File: config.mk
export PLATFORM = sky130hd
export DESIGN_NAME = shift_arb
export DESIGN_NICKNAME = d
export VERILOG_FILES = /design/src/rtl/shift_pkg.sv /design/src/rtl/shift_mux.sv /design/src/rtl/shift_arb.sv
export SDC_FILE = /design/constraint.sdc
export NUM_CORES = 1
export LEC_CHECK = 0
export CAP_MARGIN = 40
export CORE_UTILIZATION = 45
export DETAILED_ROUTE_END_ITERATION = 8
export PLACE_DENSITY = 0.69
export RECOVER_POWER = 50
export SETUP_SLACK_MARGIN = 0.02
export SLEW_MARGIN = 30
export SYNTH_ARGS = -nofsm -noshare
export SYNTH_HDL_FRONTEND = slang
export SYNTH_HIERARCHICAL = 1
export SYNTH_SLANG_ARGS = --single-unit
File: constraint.sdc
create_clock -name clk -period 2.4 [get_ports clk]
set_input_delay 0.6 -clock clk [delete_from_list [all_inputs] [get_ports clk]]
set_output_delay 0.6 -clock clk [all_outputs]
set_load 0.03 [all_outputs]
File: src/rtl/shift_pkg.sv
// Shared definitions for the shift_arb / shift_mux slice.
package shift_pkg;

    localparam int unsigned SH_W   = 32;
    localparam int unsigned SH_SAW = 5;

    localparam logic [1:0] SH_SLL = 2'b00;
    localparam logic [1:0] SH_SRL = 2'b01;
    localparam logic [1:0] SH_SRA = 2'b10;
    localparam logic [1:0] SH_ROR = 2'b11;

    typedef enum logic [1:0] {
        ST_IDLE  = 2'd0,
        ST_PASS1 = 2'd1,
        ST_PASS2 = 2'd2,
        ST_RESP  = 2'd3
    } shift_arb_state_t;

endpackage

File: src/rtl/shift_mux.sv
// Combinational 32-bit barrel shifter: left, logical right or arithmetic right.
module shift_mux
    import shift_pkg::*;
(
    input  logic [SH_W-1:0]   d_i,
    input  logic [SH_SAW-1:0] sa_i,
    input  logic              right_i,
    input  logic              arith_i,
    output logic [SH_W-1:0]   y_o
);

    logic signed [SH_W-1:0] sra_v;

    // Arithmetic shift kept in its own signed variable so the sign fill survives.
    always_comb begin
        sra_v = $signed(d_i) >>> sa_i;
    end

    // Select shift flavour.
    always_comb begin
        y_o = d_i << sa_i;
        if (right_i) begin
            if (arith_i) begin
                y_o = sra_v;
            end else begin
                y_o = d_i >> sa_i;
            end
        end
    end

endmodule

File: src/rtl/shift_arb.sv
// Round-robin arbiter/sequencer in front of the shared shift_mux.
// Macro SHIFT_ARB_ROR_EN: when defined, op 11 is a rotate right done as two
// shifter passes (PASS2); when undefined, op 11 behaves as SRL in one pass.
module shift_arb
    import shift_pkg::*;
#(
    parameter int unsigned NREQ = 2,
    parameter int unsigned IDW  = 2
) (
    input  logic                   clk,
    input  logic                   rst,
    input  logic [NREQ-1:0]        req_valid,
    output logic [NREQ-1:0]        req_ready,
    input  logic [NREQ*SH_W-1:0]   req_d,
    input  logic [NREQ*SH_SAW-1:0] req_sa,
    input  logic [NREQ*2-1:0]      req_op,
    output logic                   rsp_valid,
    input  logic                   rsp_ready,
    output logic [IDW-1:0]         rsp_id,
    output logic [SH_W-1:0]        rsp_data
);

    localparam int unsigned PTRW = (NREQ > 1) ? $clog2(NREQ) : 1;

    shift_arb_state_t state_q, state_d;

    logic [PTRW-1:0]   ptr_q, ptr_d;
    logic [SH_W-1:0]   d_q, d_d;
    logic [SH_SAW-1:0] sa_q, sa_d;
    logic [1:0]        op_q, op_d;
    logic [IDW-1:0]    id_q, id_d;
    logic [SH_W-1:0]   r_q, r_d;

    logic              gnt_found;
    logic [PTRW-1:0]   gnt_idx;
    logic [SH_W-1:0]   sel_d;
    logic [SH_SAW-1:0] sel_sa;
    logic [1:0]        sel_op;
    logic              accept;

    logic [SH_SAW-1:0] sh_sa;
    logic              sh_right;
    logic              sh_arith;
    logic [SH_W-1:0]   sh_y;

    // Round-robin search from ptr upward with wrap; first valid requester wins.
    always_comb begin
        int unsigned idx;
        idx       = 0;
        gnt_found = 1'b0;
        gnt_idx   = '0;
        sel_d     = '0;
        sel_sa    = '0;
        sel_op    = '0;
        for (int unsigned k = 0; k < NREQ; k++) begin
            idx = (32'(ptr_q) + k) % NREQ;
            if (!gnt_found && req_valid[idx]) begin
                gnt_found = 1'b1;
                gnt_idx   = PTRW'(idx);
                sel_d     = req_d[idx*SH_W +: SH_W];
                sel_sa    = req_sa[idx*SH_SAW +: SH_SAW];
                sel_op    = req_op[idx*2 +: 2];
            end
        end
    end

    // FSM state register.
    always_ff @(posedge clk) begin
        if (rst) begin
            state_q <= ST_IDLE;
        end else begin
            state_q <= state_d;
        end
    end

    // FSM next-state logic.
    always_comb begin
        state_d = state_q;
        case (state_q)
            ST_IDLE: begin
                if (accept) begin
                    state_d = ST_PASS1;
                end
            end
            ST_PASS1: begin
                state_d = ST_RESP;
`ifdef SHIFT_ARB_ROR_EN
                if (op_q == SH_ROR) begin
                    state_d = ST_PASS2;
                end
`endif
            end
`ifdef SHIFT_ARB_ROR_EN
            ST_PASS2: begin
                state_d = ST_RESP;
            end
`endif
            ST_RESP: begin
                if (rsp_ready) begin
                    state_d = ST_IDLE;
                end
            end
            default: begin
                state_d = ST_IDLE;
            end
        endcase
    end

    // FSM outputs: handshake and shifter control for the current pass.
    always_comb begin
        accept    = (state_q == ST_IDLE) && gnt_found && !rst;
        req_ready = accept ? (NREQ'(1) << gnt_idx) : '0;
        rsp_valid = (state_q == ST_RESP);
        sh_sa     = sa_q;
        sh_right  = (op_q != SH_SLL);
        sh_arith  = (op_q == SH_SRA);
`ifdef SHIFT_ARB_ROR_EN
        // Second rotate pass: left shift by (32 - sa) mod 32 supplies the wrapped bits.
        if (state_q == ST_PASS2) begin
            sh_sa    = SH_SAW'(6'd32 - {1'b0, sa_q});
            sh_right = 1'b0;
            sh_arith = 1'b0;
        end
`endif
    end

    // Operand latch on accept, pointer advance, result accumulation per pass.
    always_comb begin
        ptr_d = ptr_q;
        d_d   = d_q;
        sa_d  = sa_q;
        op_d  = op_q;
        id_d  = id_q;
        r_d   = r_q;
        if (accept) begin
            ptr_d = PTRW'((32'(gnt_idx) + 32'd1) % NREQ);
            d_d   = sel_d;
            sa_d  = sel_sa;
            op_d  = sel_op;
            id_d  = IDW'(gnt_idx);
        end
        if (state_q == ST_PASS1) begin
            r_d = sh_y;
        end
`ifdef SHIFT_ARB_ROR_EN
        if (state_q == ST_PASS2) begin
            r_d = r_q | sh_y;
        end
`endif
    end

    // Datapath registers.
    always_ff @(posedge clk) begin
        if (rst) begin
            ptr_q <= '0;
            d_q   <= '0;
            sa_q  <= '0;
            op_q  <= '0;
            id_q  <= '0;
            r_q   <= '0;
        end else begin
            ptr_q <= ptr_d;
            d_q   <= d_d;
            sa_q  <= sa_d;
            op_q  <= op_d;
            id_q  <= id_d;
            r_q   <= r_d;
        end
    end

    shift_mux u_shift (
        .d_i    (d_q),
        .sa_i   (sh_sa),
        .right_i(sh_right),
        .arith_i(sh_arith),
        .y_o    (sh_y)
    );

    assign rsp_id   = id_q;
    assign rsp_data = r_q;

endmodule

==> results of run 1 <==
==> synth_stat cells, drive strengths merged (4+ instances only) <==
cell type	count	area (um^2)
a211o	5	43.8
a211oi	42	365
a21o	4	30.0
a21oi	92	460
a31oi	11	68.8
a32oi	39	342
and2	5	33.8
and3	5	31.3
buf	42	274
clkbuf	57	215
dfxtp	75	1500
inv	8	30.0
mux2	17	191
mux2i	38	380
mux4	59	1340
nand2	123	462
nand2b	4	25.0
nand3	15	75.1
nor2	65	244
nor2b	4	25.0
nor3	16	80.1
o211ai	13	97.6
o21ai	39	195
o221ai	7	61.3
o22ai	8	50.1
or2	5	31.3
or3	4	25.0
==> final cells by class <==
type                            instances  area, um^2  area share [%]
Timing Repair Buffer                  210        2040            22.1
Tap cell                              211         264            2.86
Sequential cell                        75        1510            16.3
Multi-Input combinational cell        665        5100            55.3
Inverter                               10        37.5           0.406
Clock buffer                           11         254            2.75
Clock inverter                          4        25.0           0.271
==> state kept, by name, summed over array words and instances, names as in the netlist <==
signal / cells
rsp_id: 1
rsp_data: 32
ptr_q: 1
op_q: 2
sa_q: 5
state_q: 2
d_q: 32
==> path summary, 6_finish.rpt <==
kind	from	end	slack, ns	depth (start not counted)
max	sa_q[0]	rsp_data[22]	0.07	9
min	rsp_data[5]	rsp_data[5]	0.45	2
max reg2reg	sa_q[0]	rsp_data[22]	0.07	9
min reg2reg	rsp_data[5]	rsp_data[5]	0.45	2
==> what timing repair did <==
item / CTS / global route
pin swaps: 0 / 0
hold buffers: 0 / 0
setup buffers: 3 / 10
endpoints found under the setup margin: 3 / 24
gates resized for setup: 0 / 22
==> critical path, delay by kind of cell (launching register included) <==
kind                   cells  cell delay (ns)
AOI/OAI and AO/OA          5             0.97
buffers and inverters      2             0.28
DFF                        1             0.37
muxes                      1             0.53
and+or+nand+nor            1             0.08
==> power by group through the flow <==
stage	Combinational [mW]	Sequential, mW	Clock, mW
final	4.63	1.78	1.31
after CTS	4.41	1.79	1.33
after detailed placement	4.37	1.82	0
after floorplan	2.73	1.82	0
after global placement	4.39	1.82	0
after global routing	4.89	1.81	1.38
==> stage by stage <==
stage / hold slack [ns] / total power [mW] / instances / cell area, um^2 / util, %
after floorplan: 0.449 / 4.55 / 849 / 7080 / -
after global placement: 0.441 / 6.21 / 1158 / 8800 / 57.6
after detailed placement: 0.445 / 6.20 / 1158 / 8800 / 57.6
after CTS: 0.454 / 7.53 / 1176 / 9100 / 59.6
after global routing: 0.472 / 8.09 / 1186 / 9240 / 60.5
final: 0.449 / 7.72 / 1186 / 9240 / 60.5
==> metal layers <==
metal | track usage (%) | vias up | part of all wire, %
met5 | 0 | - | 0
met4 | 16.2 | 0 | 5.0
met3 | 4.15 | 88 | 7.6
met2 | 50.0 | 444 | 44
met1 | 45.3 | 3626 | 43
li1 | - | 3516 | -
==> cell families after synthesis <==
family | count (synthesis) | share of synthesized area [%]
multiplexers | 114 | 27.0
other | 1 | 0.0530
AND/OR/NAND/NOR | 256 | 15.7
AO/OA/AOI/OAI | 294 | 28.6
flip-flops | 75 | 21.2
buffers and inverters | 109 | 7.45
==> flow_metrics.env, run 1 <==
export IMPL_initial_antenna_violation_count=0
export IMPL_y_dimension_of_the_die_um=127
export IMPL_clk_transition_reported_paths_ns=0.06
export IMPL_grt_pass1_wl_um=40400
export IMPL_numCtsBuffers=9
export IMPL_clock_fmax_mhz=428
export IMPL_die_area_um2=16200
export IMPL_yosysUniqueCellTypes=67
export IMPL_ys_warnings_count=6
export IMPL_drive_gt1_share_pct=21.9
export IMPL_netlist_area_um2=7070
export IMPL_gr_total_overflow=0
export IMPL_crit_path_end_kind="register"
export IMPL_status="complete, no violations"
export IMPL_critPathRequiredTime_ns=2.63
export IMPL_area_growth_pct=30.6
export IMPL_crit_arrival_ns=2.56
export IMPL_fill_cells=1418
export IMPL_syn_inst=849
export IMPL_seqPwrFrac_pct=23.1
export IMPL_design_core_area_um2=15300
export IMPL_drc=0
export IMPL_ctsLongestPathBuffers=2
export IMPL_globalplace_congestion=1.05
export IMPL_mean_cell_area_of_the_mapped_netlist_um2=8.33
export IMPL_worst_path_max_delay_cell="mux4_2"
export IMPL_rows=45
export IMPL_place_hpwl_um=19200
export IMPL_port_buffer_count=118
export IMPL_maximum_number_of_pins_on_one_net_before_global_route_repair=47
export IMPL_timing_final_ws_setup_ns=0.0652
export IMPL_die_w_um=127
export IMPL_power_static_leakage_nw=3.33
export IMPL_finalSetupTns_ns=0
export IMPL_grt_usage_pct=32.6
export IMPL_ys_flop_type="dfxtp_1"
export IMPL_clock_sinks=75
export IMPL_via_to_cell_ratio=6.47
export IMPL_critical_path_startpoint_type="register"
export IMPL_p_comb_share_pct=59.9
export IMPL_cts_tree="built"
export IMPL_number_of_max_cap_violations=0
export IMPL_clock_latency_ns=0.35
export IMPL_tightestPinTransition_ns=0.733
export IMPL_wirelength_um=26100
export IMPL_fin_crit_sh_pct=97.3
export IMPL_power_clock_fraction_pct=17.0
export IMPL_clock_tree_root_cell="clkbuf_16"
export IMPL_vias=7674
export IMPL_first_global_vias=7002
export IMPL_antenna_cells=0
export IMPL_postSynthRegisterBits=75
export IMPL_netSwitchingPower_mw=3.46
export IMPL_cellPowerDensity_nw_per_um2=835
export IMPL_fin_nets=1054
export IMPL_worstSetupPathType="reg -> reg"
export IMPL_wl_cell_um=22.0
export IMPL_layout_common_cells="123 x nand2_1, 93 x clkdlybuf4s50_1, 92 x a21oi_1, 77 x buf_4, 72 x dfxtp_1"
export IMPL_skew_ns=0.0117
export IMPL_boundaryPins=120
export IMPL_worstPathCellList="buf_6, buf_4, mux4_2, a221o_1, o211a_1, a211oi_1, a31oi_1, nand2_1, a21oi_1"
export IMPL_synth_net_count=932
export IMPL_pre_cts_slack_ns=-0.0218
export IMPL_number_of_hold_slack_violations_in_the_final_timing_report=0
export IMPL_worst_path_largest_cell_delay_ns=0.53
export IMPL_internal_power_mw=4.26
export IMPL_async_flop_share_pct=0
export IMPL_synth_seq_area_share_pct=21.2
export IMPL_ir_drop_v=0.000450
export IMPL_setup_repair_after_global_routing_missed_its_margin="true"
export IMPL_ant_nets=0
export IMPL_hold_class="reg -> reg"
export IMPL_maxSlewViolCount=0
export IMPL_edff_count_synth=0
export IMPL_initial_utilization_pct=46.3
export IMPL_setup_viol=0
export IMPL_p_sw_share_pct=44.8
export IMPL_worst_slew_margin_rel_pct=51.2
export IMPL_crit_fanout=7
export IMPL_final_min_clock_period_ns=2.33
export IMPL_detailedRoute_firstIterationViolations=876
export IMPL_firstDrtPassIters=6
export IMPL_cts_max_level=3
export IMPL_mostFrequentLayoutCell="nand2_1"
Note: power is estimated with default switching activity, not from simulation.
==> run 2: changes to the inputs <==
CORE_ASPECT_RATIO = 1.25   (was unset)
SKIP_LAST_GASP = 1   (was unset)
==> flow_metrics.env, run 2 (same netlist as run 1, synthesis figures left out) <==
export IMPL_status="complete, no violations"
export IMPL_count_of_buffer_and_inverter_cells_on_the_critical_path=5
export IMPL_top_signal_layer_used="met4"
export IMPL_via_to_cell_ratio=6.45
export IMPL_die_area_um2=16200
export IMPL_layout_common_cells="123 x nand2_1, 105 x buf_4, 98 x clkdlybuf4s50_1, 92 x a21oi_1, 72 x dfxtp_1"
export IMPL_clock_fmax_mhz=426
export IMPL_drive_gt1_share_pct=23.4
export IMPL_antenna_cells=0
export IMPL_globalplace_congestion=1.04
export IMPL_setup_repair_after_global_routing_missed_its_margin="true"
export IMPL_fin_nets=1082
export IMPL_power_static_leakage_nw=3.49
export IMPL_cts_tree="built"
export IMPL_critPathRequiredTime_ns=2.68
export IMPL_hold_buffers=0
export IMPL_initial_utilization_pct=46.7
export IMPL_timing_final_ws_setup_ns=0.0526
export IMPL_critical_path_startpoint_type="register"
export IMPL_fill_cells=1392
export IMPL_number_of_max_cap_violations=0
export IMPL_crit_path_end_kind="register"
export IMPL_cts_max_level=3
export IMPL_first_global_vias=7355
export IMPL_place_hpwl_um=20700
export IMPL_critPathTopFamily="compound AO/OA/AOI/OAI gates"
export IMPL_netSwitchingPower_mw=3.54
export IMPL_ant_nets=0
export IMPL_worst_slew_margin_rel_pct=51.3
export IMPL_met2_length_um=13500
export IMPL_detailedRoute_firstIterationViolations=728
export IMPL_wirelength_um=27800
export IMPL_maxSlewViolCount=0
export IMPL_maximum_number_of_pins_on_one_net_before_global_route_repair=44
export IMPL_firstDrtPassIters=5
export IMPL_ctsLongestPathBuffers=2
export IMPL_final_min_clock_period_ns=2.35
export IMPL_numCtsBuffers=9
export IMPL_skew_ns=0.00644
export IMPL_area_sequential_um2=1510
export IMPL_worst_path_largest_cell_delay_ns=0.47
export IMPL_tightestPinTransition_ns=0.731
export IMPL_boundaryPins=120
export IMPL_rows=50
export IMPL_cellPowerDensity_nw_per_um2=856
export IMPL_gr_total_overflow=0
export IMPL_clock_latency_ns=0.35
export IMPL_area_growth_pct=33.6
export IMPL_hold_class="reg -> reg"
export IMPL_initial_antenna_violation_count=1
export IMPL_p_comb_share_pct=59.7
export IMPL_met3_length_um=1920
export IMPL_internal_power_mw=4.55
export IMPL_p_sw_share_pct=43.7
export IMPL_area_of_combinational_cells_with_multiple_inputs_um2=5080
export IMPL_worstPathCellList="buf_6, buf_6, buf_12, inv_1, buf_4, o211ai_1, a32oi_1, o211ai_1, o31a_1, nand2_1, a21oi_1"
export IMPL_clock_tree_root_cell="clkbuf_16"
export IMPL_grt_usage_pct=35.0
export IMPL_worst_path_max_delay_cell="o211ai_1"
export IMPL_port_buffer_count=118
export IMPL_ir_drop_v=0.000414
export IMPL_design_core_area_um2=15100
export IMPL_grt_pass1_wl_um=42900
export IMPL_mostFrequentLayoutCell="nand2_1"
export IMPL_clk_transition_reported_paths_ns=0.06
export IMPL_pre_cts_slack_ns=-0.192
export IMPL_seqPwrFrac_pct=22.2
export IMPL_total_power_mw=8.09
export IMPL_worstSetupPathType="reg -> reg"
export IMPL_setup_viol=0
export IMPL_y_dimension_of_the_die_um=142
export IMPL_number_of_hold_slack_violations_in_the_final_timing_report=0
export IMPL_power_clock_fraction_pct=18.2
export IMPL_clock_sinks=75
export IMPL_fin_crit_sh_pct=97.8
export IMPL_met1Wirelength_um=10800
export IMPL_vias=7815
export IMPL_crit_arrival_ns=2.62
export IMPL_drc=0
export IMPL_wl_cell_um=22.9
export IMPL_crit_fanout=9
export IMPL_die_w_um=114
run 2: cell count changes in the layout (fill, tap and decap cells not counted), sizes merged:
cell,previous run,this run
buf,94,122
bufinv,0,2
clkbuf,12,11
clkdlybuf4s50,93,98
clkinv,4,5
dlygate4sd3,22,17
inv,8,7
run 2: path summary, 6_finish.rpt:
check | start | end | slack (ns) | cells after the start
max | sa_q[0] | rsp_data[24] | 0.05 | 11
min | rsp_data[1] | rsp_data[1] | 0.45 | 2
max reg2reg | sa_q[0] | rsp_data[24] | 0.05 | 11
min reg2reg | rsp_data[1] | rsp_data[1] | 0.45 | 2
run 2: layout make-up:
| cell class | instances | share of cell area [%] |
|---|---|---|
| multi-input combinational | 665 | 53.7 |
| clock inverter | 6 | 0.954 |
| timing repair buffer | 238 | 23.7 |
| tap | 208 | 2.75 |
| inverter | 10 | 0.437 |
| sequential | 75 | 16.0 |
| clock buffer | 10 | 2.42 |
run 2: repair_timing:
action                     4_1_cts  5_1_grt
setup endpoints to repair       21       15
pin swaps                        0        1
resized for setup                1       16
buffers inserted                 4        5
run 2: tightest hold or removal path, cell delays in order, from the launching register on:
cell and delay (ns):
dfxtp_1 0.30, nand2_1 0.05, a21oi_1 0.05
run 2: per-stage QoR:
step | hold slack (ns) | TNS [ns] | cell area (um^2) | util, % | instances
4_1_cts | 0.454 | 0 | 9370 | 61.9 | 1207
2_1_floorplan | 0.449 | 0 | 7080 | - | 849
5_1_grt | 0.463 | -0.00326 | 9450 | 62.4 | 1212
6_report | 0.447 | 0 | 9450 | 62.4 | 1212
3_3_place_gp | 0.441 | -0.559 | 9010 | 59.5 | 1187
3_5_place_dp | 0.446 | -0.708 | 9010 | 59.5 | 1187
run 2: routing by layer:
metal  track usage [%]  vias to the layer above
li1                  -                     3581
met1              44.0                     3701
met2              56.8                      449
met3              4.90                       84
met4              21.3                        0
met5                 0                        -
run 2: power groups by stage:
stage | combinational [mW] | sequential, mW | clock (mW)
after floorplan | 2.73 | 1.82 | 0
after global placement | 4.62 | 1.83 | 0
after detailed placement | 4.60 | 1.84 | 0
after CTS | 4.67 | 1.79 | 1.49
after global routing | 5.10 | 1.83 | 1.54
final | 4.82 | 1.79 | 1.47
==> run 3: changes to the inputs <==
clock period = 2.77 ns   (was 2.4 ns; I/O delays follow)
==> flow_metrics.env, run 3 (same netlist as run 1, synthesis figures left out) <==
export IMPL_cp_depth=9
export IMPL_cts_tree="built"
export IMPL_drive_gt1_share_pct=18.2
export IMPL_first_global_vias=6823
export IMPL_ctsLongestPathBuffers=2
export IMPL_fin_crit_sh_pct=94.6
export IMPL_hold_buffers=0
export IMPL_critPathRequiredTime_ns=3.04
export IMPL_worst_path_largest_cell_delay_ns=0.74
export IMPL_area_growth_pct=25.9
export IMPL_cts_resized_gates=0
export IMPL_design_core_area_um2=15100
export IMPL_initial_antenna_violation_count=0
export IMPL_worstReg2RegEnd="rsp_data[17]"
export IMPL_vias=7432
export IMPL_crit_path_end_kind="register"
export IMPL_cts_max_level=3
export IMPL_status="complete, no violations"
export IMPL_grt_pass1_wl_um=39000
export IMPL_rows=50
export IMPL_clock_tree_root_cell="clkbuf_16"
export IMPL_place_hpwl_um=18800
export IMPL_worstPathCellList="buf_4, mux4_2, inv_1, a2111oi_0, buf_4, a211oi_1, o21ai_1, nand2_1, a21oi_1"
export IMPL_crit_fanout=26
export IMPL_port_buffer_count=118
export IMPL_ir_drop_v=0.000366
export IMPL_clock_fmax_mhz=381
export IMPL_y_dimension_of_the_die_um=142
export IMPL_count_of_non_filler_cells_in_the_finished_layout=1156
export IMPL_wl_cell_um=21.7
export IMPL_worst_slew_margin_rel_pct=36.4
export IMPL_numCtsBuffers=9
export IMPL_drc=0
export IMPL_firstDrtPassIters=5
export IMPL_gr_total_overflow=0
export IMPL_clock_sinks=75
export IMPL_number_of_hold_slack_violations_in_the_final_timing_report=0
export IMPL_finish_utilization_pct=58.8
export IMPL_die_area_um2=16200
export IMPL_worst_r2r_setup_slack_ns=0.15
export IMPL_setup_viol=0
export IMPL_clk_transition_reported_paths_ns=0.06
export IMPL_r2r_cells=9
export IMPL_hold_start="rsp_data[21]"
export IMPL_crit_arrival_ns=2.89
export IMPL_detailedRoute_firstIterationViolations=684
export IMPL_die_w_um=114
export IMPL_ant_nets=0
export IMPL_cts_setup_buffers=0
export IMPL_initial_utilization_pct=46.7
export IMPL_critical_path_startpoint_type="register"
export IMPL_globalplace_congestion=0.986
export IMPL_grt_usage_pct=31.7
export IMPL_number_of_max_cap_violations=0
export IMPL_wirelength_um=25100
export IMPL_worst_path_max_delay_cell="a2111oi_0"
export IMPL_mostFrequentLayoutCell="nand2_1"
export IMPL_layout_common_cells="123 x nand2_1, 92 x a21oi_1, 83 x clkdlybuf4s50_1, 73 x dfxtp_1, 64 x nor2_1"
export IMPL_maxSlewViolCount=0
export IMPL_skew_ns=0.00895
export IMPL_placed_cells_incl_taps=1139
export IMPL_boundaryPins=120
export IMPL_worstSetupPathType="reg -> reg"
export IMPL_antenna_cells=0
export IMPL_cellPowerDensity_nw_per_um2=728
export IMPL_setup_repair_after_global_routing_missed_its_margin="false"
export IMPL_critPathLaunch="sa_q[1]"
export IMPL_worstReg2RegStart="sa_q[1]"
export IMPL_fin_nets=1026
export IMPL_endpoint="rsp_data[17]"
export IMPL_clock_latency_ns=0.35
export IMPL_crit_top_cell="buf_4"
export IMPL_maximum_number_of_pins_on_one_net_before_global_route_repair=76
export IMPL_final_min_clock_period_ns=2.62
export IMPL_tightestPinTransition_ns=0.954
export IMPL_hold_class="reg -> reg"
export IMPL_critPathTopFamily="compound AO/OA/AOI/OAI gates"
export IMPL_count_of_buffer_and_inverter_cells_on_the_critical_path=3
export IMPL_via_to_cell_ratio=6.43
export IMPL_finalSetupTns_ns=0
export IMPL_total_power_mw=6.49
export IMPL_power_static_leakage_nw=3.23
-- run 3: cell count changes in the layout (fill, tap and decap cells not counted), sizes merged, moves of 2 or more --
cell and delta:
buf -58, clkdlybuf4s50 -15, dlygate4sd3 +15, clkbuf +4
clkinvlp -2
-- run 3: metal layers --
| metal | vias up | routed length (um) | track usage, % | part of all wire, % |
|---|---|---|---|---|
| li1 | 3467 | - | - | - |
| met1 | 3504 | 10000 | 40.5 | 40 |
| met2 | 376 | 11800 | 50.2 | 47 |
| met3 | 85 | 1550 | 3.62 | 6.2 |
| met4 | 0 | 1710 | 21.8 | 6.8 |
| met5 | - | 0 | 0 | 0 |
-- run 3: where the power goes --
group / leakage, nW / internal [mW] / total [mW] / switching [mW]
sequential: 0.617 / 1.26 / 1.58 / 0.317
clock: 0.153 / 0.746 / 1.23 / 0.480
combinational: 2.46 / 1.59 / 3.68 / 2.09
total: 3.23 / 3.60 / 6.49 / 2.89
-- run 3: layout make-up --
class	count	area [um^2]
clock inverters	4	48.8
fillers	1434	6240
clock buffers	12	256
inverters	10	37.5
flip-flops and latches	75	1510
repair buffers	182	1730
multi-input cells	665	5060
well taps	208	260
-- run 3: through the flow --
stage / hold slack (ns) / instance area [um^2] / setup slack [ns]
floorplan: 0.449 / 7080 / 0.188
global placement: 0.441 / 8600 / 0.197
detailed placement: 0.445 / 8600 / 0.227
global route: 0.463 / 8900 / 0.0395
CTS: 0.453 / 8900 / 0.211
finish: 0.448 / 8900 / 0.149
-- run 3: how the worst min path moves through the flow --
stage / depth (start not counted) / to / slack [ns]
after global placement: 2 / rsp_data[8] / 0.44
final: 2 / rsp_data[21] / 0.45
after CTS: 2 / rsp_data[15] / 0.45
after detailed placement: 2 / rsp_data[15] / 0.45
after global routing: 2 / rsp_data[13] / 0.46
after floorplan: 2 / state_q[1] / 0.45
-- run 3: worst reg2reg max path, cell delays in order (launching register included) --
cell       delay [ns]
dfxtp_4          0.58
buf_4            0.26
mux4_2           0.25
inv_1            0.07
a2111oi_0        0.74
buf_4            0.23
a211oi_1         0.06
o21ai_1          0.17
nand2_1          0.06
a21oi_1          0.12
